<file path="src/rtl/a_input_debouncer_pkg.sv">
// Shared types and constants for the pushbutton debouncer: FSM state encoding,
// glitch counter type and its saturating increment.
package a_input_debouncer_pkg;

    typedef enum logic [1:0] {
        IdleLow  = 2'b00,
        WaitHigh = 2'b01,
        IdleHigh = 2'b10,
        WaitLow  = 2'b11
    } deb_state_e;

    typedef logic [3:0] glitch_t;

    localparam glitch_t GLITCH_MAX = 4'hF;

    function automatic glitch_t sat_inc(input glitch_t v);
        return (v == GLITCH_MAX) ? v : v + 4'd1;
    endfunction

endpackage

</file>
<file path="src/rtl/a_input_debouncer_if.sv">
// Raw button in, debounced level, edge strobes and glitch count out.
interface a_input_debouncer_if;
    import a_input_debouncer_pkg::*;

    logic    btn_raw;
    logic    a;
    logic    a_rise;
    logic    a_fall;
    glitch_t glitch_cnt;

    modport master (
        output btn_raw,
        input  a,
        input  a_rise,
        input  a_fall,
        input  glitch_cnt
    );

    modport slave (
        input  btn_raw,
        output a,
        output a_rise,
        output a_fall,
        output glitch_cnt
    );

endinterface

</file>
<file path="src/rtl/a_input_debouncer_sync_chain.sv">
// Multi-flop synchroniser for an asynchronous single-bit input; q is the last stage.
module a_input_debouncer_sync_chain #(
    parameter int unsigned SYNC_STAGES = 2
) (
    input  logic clk,
    input  logic reset,
    input  logic d,
    output logic q
);

    if (SYNC_STAGES < 2) begin : g_bad_stages
        $error("SYNC_STAGES must be at least 2");
    end

    logic [SYNC_STAGES-1:0] stages_q;

    always_ff @(posedge clk) begin
        if (reset) begin
            stages_q <= '0;
        end else begin
            stages_q <= {stages_q[SYNC_STAGES-2:0], d};
        end
    end

    assign q = stages_q[SYNC_STAGES-1];

endmodule

</file>
<file path="src/rtl/a_input_debouncer.sv">
// Pushbutton debouncer: synchroniser followed by a qualification FSM that accepts a level
// change only after STABLE_CYCLES consecutive agreeing samples.
module a_input_debouncer
    import a_input_debouncer_pkg::*;
#(
    parameter int unsigned SYNC_STAGES   = 2,
    parameter int unsigned STABLE_CYCLES = 5,
    parameter int unsigned CNT_W         = 4
) (
    input logic                 clk,
    input logic                 reset,
    a_input_debouncer_if.slave  bus
);

    if (STABLE_CYCLES < 2 || (64'd1 << CNT_W) <= 64'(STABLE_CYCLES)) begin : g_bad_params
        $error("STABLE_CYCLES must be >= 2 and fit in CNT_W bits");
    end

    localparam logic [CNT_W-1:0] CntLast = CNT_W'(STABLE_CYCLES - 1);
    localparam logic [CNT_W-1:0] CntOne  = CNT_W'(1);

    logic s;

    a_input_debouncer_sync_chain #(
        .SYNC_STAGES (SYNC_STAGES)
    ) u_sync (
        .clk   (clk),
        .reset (reset),
        .d     (bus.btn_raw),
        .q     (s)
    );

    deb_state_e       state_q;
    logic [CNT_W-1:0] cnt_q;
    logic             a_q;
    logic             rise_q;
    logic             fall_q;
    glitch_t          glitch_q;

    always_ff @(posedge clk) begin
        if (reset) begin
            state_q  <= IdleLow;
            cnt_q    <= '0;
            a_q      <= 1'b0;
            rise_q   <= 1'b0;
            fall_q   <= 1'b0;
            glitch_q <= '0;
        end else begin
            rise_q <= 1'b0;
            fall_q <= 1'b0;
            case (state_q)
                IdleLow: begin
                    if (s) begin
                        state_q <= WaitHigh;
                        cnt_q   <= CntOne;
                    end
                end
                WaitHigh: begin
                    if (!s) begin
                        state_q  <= IdleLow;
                        cnt_q    <= '0;
                        glitch_q <= sat_inc(glitch_q);
                    end else if (cnt_q == CntLast) begin
                        state_q <= IdleHigh;
                        a_q     <= 1'b1;
                        rise_q  <= 1'b1;
                        cnt_q   <= '0;
                    end else begin
                        cnt_q <= cnt_q + CntOne;
                    end
                end
                IdleHigh: begin
                    if (!s) begin
                        state_q <= WaitLow;
                        cnt_q   <= CntOne;
                    end
                end
                WaitLow: begin
                    if (s) begin
                        state_q  <= IdleHigh;
                        cnt_q    <= '0;
                        glitch_q <= sat_inc(glitch_q);
                    end else if (cnt_q == CntLast) begin
                        state_q <= IdleLow;
                        a_q     <= 1'b0;
                        fall_q  <= 1'b1;
                        cnt_q   <= '0;
                    end else begin
                        cnt_q <= cnt_q + CntOne;
                    end
                end
                // Recover from a corrupted state register to a known-quiet low level.
                default: begin
                    state_q <= IdleLow;
                    cnt_q   <= '0;
                    a_q     <= 1'b0;
                end
            endcase
        end
    end

    assign bus.a          = a_q;
    assign bus.a_rise     = rise_q;
    assign bus.a_fall     = fall_q;
    assign bus.glitch_cnt = glitch_q;

endmodule

</file>
<file path="src/flat_wrapper.sv">
// flat-port wrapper written by rule: the top's interface ports become plain ports
module a_input_debouncer_flat import a_input_debouncer_pkg::*;
#(
    parameter int unsigned SYNC_STAGES   = 2,
    parameter int unsigned STABLE_CYCLES = 5,
    parameter int unsigned CNT_W         = 4
)
  (clk, reset, bus_btn_raw, bus_a, bus_a_rise, bus_a_fall, bus_glitch_cnt);
  a_input_debouncer_if bus_i ();
  input logic clk;
  input logic reset;
  input wire logic [$bits(bus_i.btn_raw)-1:0] bus_btn_raw;
  output wire logic [$bits(bus_i.a)-1:0] bus_a;
  output wire logic [$bits(bus_i.a_rise)-1:0] bus_a_rise;
  output wire logic [$bits(bus_i.a_fall)-1:0] bus_a_fall;
  output wire logic [$bits(bus_i.glitch_cnt)-1:0] bus_glitch_cnt;
  assign bus_i.btn_raw = bus_btn_raw;
  assign bus_a = bus_i.a;
  assign bus_a_rise = bus_i.a_rise;
  assign bus_a_fall = bus_i.a_fall;
  assign bus_glitch_cnt = bus_i.glitch_cnt;
  a_input_debouncer #(.SYNC_STAGES(SYNC_STAGES), .STABLE_CYCLES(STABLE_CYCLES), .CNT_W(CNT_W)) u_core (.clk(clk), .reset(reset), .bus(bus_i));
endmodule
</file>
<file path="config.mk">
export PLATFORM = sky130hd
export DESIGN_NAME = a_input_debouncer_flat
export DESIGN_NICKNAME = d
export VERILOG_FILES = /design/src/rtl/a_input_debouncer_pkg.sv /design/src/rtl/a_input_debouncer_if.sv /design/src/rtl/a_input_debouncer_sync_chain.sv /design/src/rtl/a_input_debouncer.sv /design/src/flat_wrapper.sv
export SDC_FILE = /design/constraint.sdc
export NUM_CORES = 1
export LEC_CHECK = 0
export CAP_MARGIN = 20
export CORE_MARGIN = 5
export CORE_UTILIZATION = 30
export CTS_BUF_LIST = sky130_fd_sc_hd__clkbuf_4 sky130_fd_sc_hd__clkbuf_8
export CTS_CLUSTER_SIZE = 16
export DETAILED_ROUTE_END_ITERATION = 10
export HOLD_SLACK_MARGIN = 0.08
export PLACE_DENSITY = 0.57
export SYNTH_ARGS = -nofsm -noshare
export SYNTH_HDL_FRONTEND = slang
export SYNTH_HIERARCHICAL = 1
export SYNTH_SLANG_ARGS = --single-unit
</file>
<file path="constraint.sdc">
create_clock -name clk -period 1.3 [get_ports clk]
set_input_delay 0.26 -clock clk [delete_from_list [all_inputs] [get_ports clk]]
set_output_delay 0.26 -clock clk [all_outputs]
set_load 0.05 [all_outputs]
</file>
==> results.cfg <==
[synth]
synth_ff_type = dfxtp_1
synthArstFlopShare_pct = 0
syn-instance-count = 70
ys_warn_count = 6
ys_seq_elements = 15
synth_edf_count = 0
syn_nets = 76
synth_top_area_cell = dfxtp_1
netlist_area_sq_um = 681
ys_seq_area_share_pct = 44.1
ys_types = 28
netlist.area_leader.share_pct = 44.1
synth.area.top_cells = dfxtp_1, ha_1, nand3_1
avgSynthCellArea_sq_um = 9.72

[setup_path]
crit_fanout = 5
rr_worst_depth = 4
critPathBufInv = 0
crit_family = flip-flops
crit_required_ns = 1.48
crit_path_end_kind = register
critPathLaunchType = register
path_class = register to register
cp_cell_sequence = ha_4 -> nand3_1 -> and3_4 -> mux2_4
r2r_setup_slack_ns = 0.06
reg2reg_from = u_core/bus.glitch_cnt[0]$_SDFFE_PP0P_
critPathSlowestCell = dfxtp_4
crit_arrival_ns = 1.42
cpPeakStageDelay_ns = 0.38
r2r-end = u_core/bus.glitch_cnt[0]$_SDFFE_PP0P_

[routing]
first_pass_iters = 4
via_per_inst = 5.00
routed_wl_um = 1500
ant_nets = 0
drt_iter0_markers = 11
drt-wirelength-per-cell_um = 12.6
vias = 595
drc = 0

[final_layout]
diodes = 0
layout.nets = 98
nFillCells = 203
drive_gt1_share_pct = 42.9
fin_cells = 119
area_delta_synth_final_pct = 52.0
final_cell_area_sq_um = 1030

[timing]
layout_min_cycle_time_ns = 1.24
timing_hold_violations_final = 0
fin_skew_ns = 0.00342
finalCritPeriodShare_pct = 95.7
tns_ns = 0
finalMaxSlewViolations = 0
fmax_mhz = 804
tightestPinTransition_ns = 0.270
rsz0062_at_grt = true
relSlewSlack_pct = 81.9
setup_violations = 0

[floorplanning]
pin_count = 10
fp-row-count = 17
core_area_sq_um = 2190
start_util_pct = 31.1
die_y_um = 57.6
die_x_um = 57.6
die-area_sq_um = 3320

[clock_network]
worstSkewPairLatency_ns = 0.29
cts_root_buf = clkbuf_4
clkSinkCount = 15
path_clk_slew_ns = 0.10
cts_buffers = 3
cts_tree = done
cts_htree_levels = 1
clockBufferDepth = 2

[flow_run]
cap_violations = 0

[pwr]
vdd_ir_drop_max_v = 0.000791
p_total_mw = 0.847
p_leak_nw = 0.389
power.density_nw_per_um2 = 819

[placed_design]
place_area_sq_um = 966
gp_congestion = 0.779
dp_cells = 113
dpl.hpwl_um = 1090
portBuffers = 9

[hold_path]
hold_path_end = u_core/u_sync/stages_q[1]$_SDFF_PP0_
min_from = u_core/u_sync/stages_q[0]$_SDFF_PP0_
hp-class = register to register
min_path_cells = 1

[run_status]
status = completed

[global_route]
antenna_found_initial = 0
gr-total-overflow = 0
grt_pass1_vias = 582
grt_max_degree = 10
grt_pass1_wl_um = 2630
grtUsageTotal_pct = 10.2
[sequential cells by signal (all words and copies together) (netlist names), named ones only]
register,cells
u_core/bus.a,1
u_core/cnt_q,4
u_core/bus.glitch_cnt,4
u_core/bus.a_fall,1
u_core/u_sync/stages_q,2
u_core/state_q,1
u_core/bus.a_rise,1
[where the power goes]
part | total [mW] | leakage (nW) | switching, mW | internal [mW]
Clock | 0.275 | 0.0177 | 0.160 | 0.114
Sequential | 0.479 | 0.127 | 0.0124 | 0.466
Combinational | 0.0936 | 0.245 | 0.0452 | 0.0485
[what timing repair did]
| item | CTS | global route |
|---|---|---|
| buffers inserted | 0 | 2 |
| gates cloned | 0 | 0 |
| pin swaps | 0 | 2 |
| hold buffers | 0 | 0 |
| gates resized for setup | 2 | 8 |
| endpoints found under the setup margin | 2 | 9 |
[routing by layer]
layer | GRT usage (%) | part of all wire (%)
met5 | 0 | 0
met4 | 3.97 | 1.3
met3 | 3.56 | 3.9
met2 | 15.8 | 46
met1 | 13.0 | 48
[synthesized netlist by cell type, drive strengths merged, types with 2 or more instances]
master / count
a211oi: 3
a21oi: 3
a31oi: 2
and3: 2
dfxtp: 15
ha: 3
inv: 7
nand2: 2
nand3: 6
nand3b: 2
nand4: 2
nor2: 2
nor2b: 3
nor4: 2
xor2: 3
[metrics by stage]
step / util, % / setup slack [ns] / hold WS, ns
2_1_floorplan: - / 0.00241 / 0.332
3_3_place_gp: 44.1 / -0.0677 / 0.451
3_5_place_dp: 44.1 / -0.124 / 0.454
4_1_cts: 45.7 / 0.00632 / 0.477
5_1_grt: 47.2 / -0.0208 / 0.482
6_report: 47.2 / 0.0562 / 0.461
[worst register-to-register path: stages, from the launching register on]
cell and delay [ns]:
dfxtp_4 0.38, ha_4 0.17, nand3_1 0.10, and3_4 0.20, mux2_4 0.29
[cell type report]
cell class	count	area [sq um]	share of cell area, %
Clock buffer	3	22.5	2.18
Clock inverter	1	5.00	0.484
Inverter	7	26.3	2.54
Multi-Input combinational cell	46	394	38.1
Sequential cell	15	317	30.6
Tap cell	28	35.0	3.39
Timing Repair Buffer	19	235	22.7
[worst max path at each step]
| stage | startpoint | to | slack, ns | cells after the start |
|---|---|---|---|---|
| after floorplan | u_core/bus.glitch_cnt[1]$_SDFFE_PP0P_ | u_core/bus.glitch_cnt[0]$_SDFFE_PP0P_ | 0.002 | 4 |
| after global placement | reset | u_core/cnt_q[3]$_SDFFE_PP0P_ | -0.07 | 3 |
| after detailed placement | reset | u_core/bus.a_fall$_SDFF_PP0_ | -0.12 | 3 |
| after CTS | u_core/cnt_q[0]$_SDFFE_PP0P_ | u_core/bus.a$_SDFFE_PP0P_ | 0.006 | 5 |
| after global routing | u_core/cnt_q[0]$_SDFFE_PP0P_ | u_core/bus.a$_SDFFE_PP0P_ | -0.02 | 5 |
| final | u_core/bus.glitch_cnt[0]$_SDFFE_PP0P_ | u_core/bus.glitch_cnt[0]$_SDFFE_PP0P_ | 0.06 | 4 |
[cells by family after synthesis]
logic type	count (synthesis)	synth area share (%)
simple gates	24	21.0
fa+ha+maj	3	5.52
compound gates	13	14.3
xor+xnor	4	6.25
buf+inv	9	5.15
mux	2	3.68
flops	15	44.1
[layout by cell type, fill, tap and decap left out, drive strengths merged, types with 2 or more instances in the layout]
cell type / n
a211oi: 3
a21oi: 3
a31oi: 2
and3: 2
buf: 17
clkbuf: 3
clkdlybuf4s50: 2
dfxtp: 15
ha: 3
inv: 7
nand2: 2
nand3: 6
nand3b: 2
nand4: 2
nor2: 2
nor2b: 3
nor4: 2
xor2: 3
Note: power is estimated with default switching activity, not from simulation.
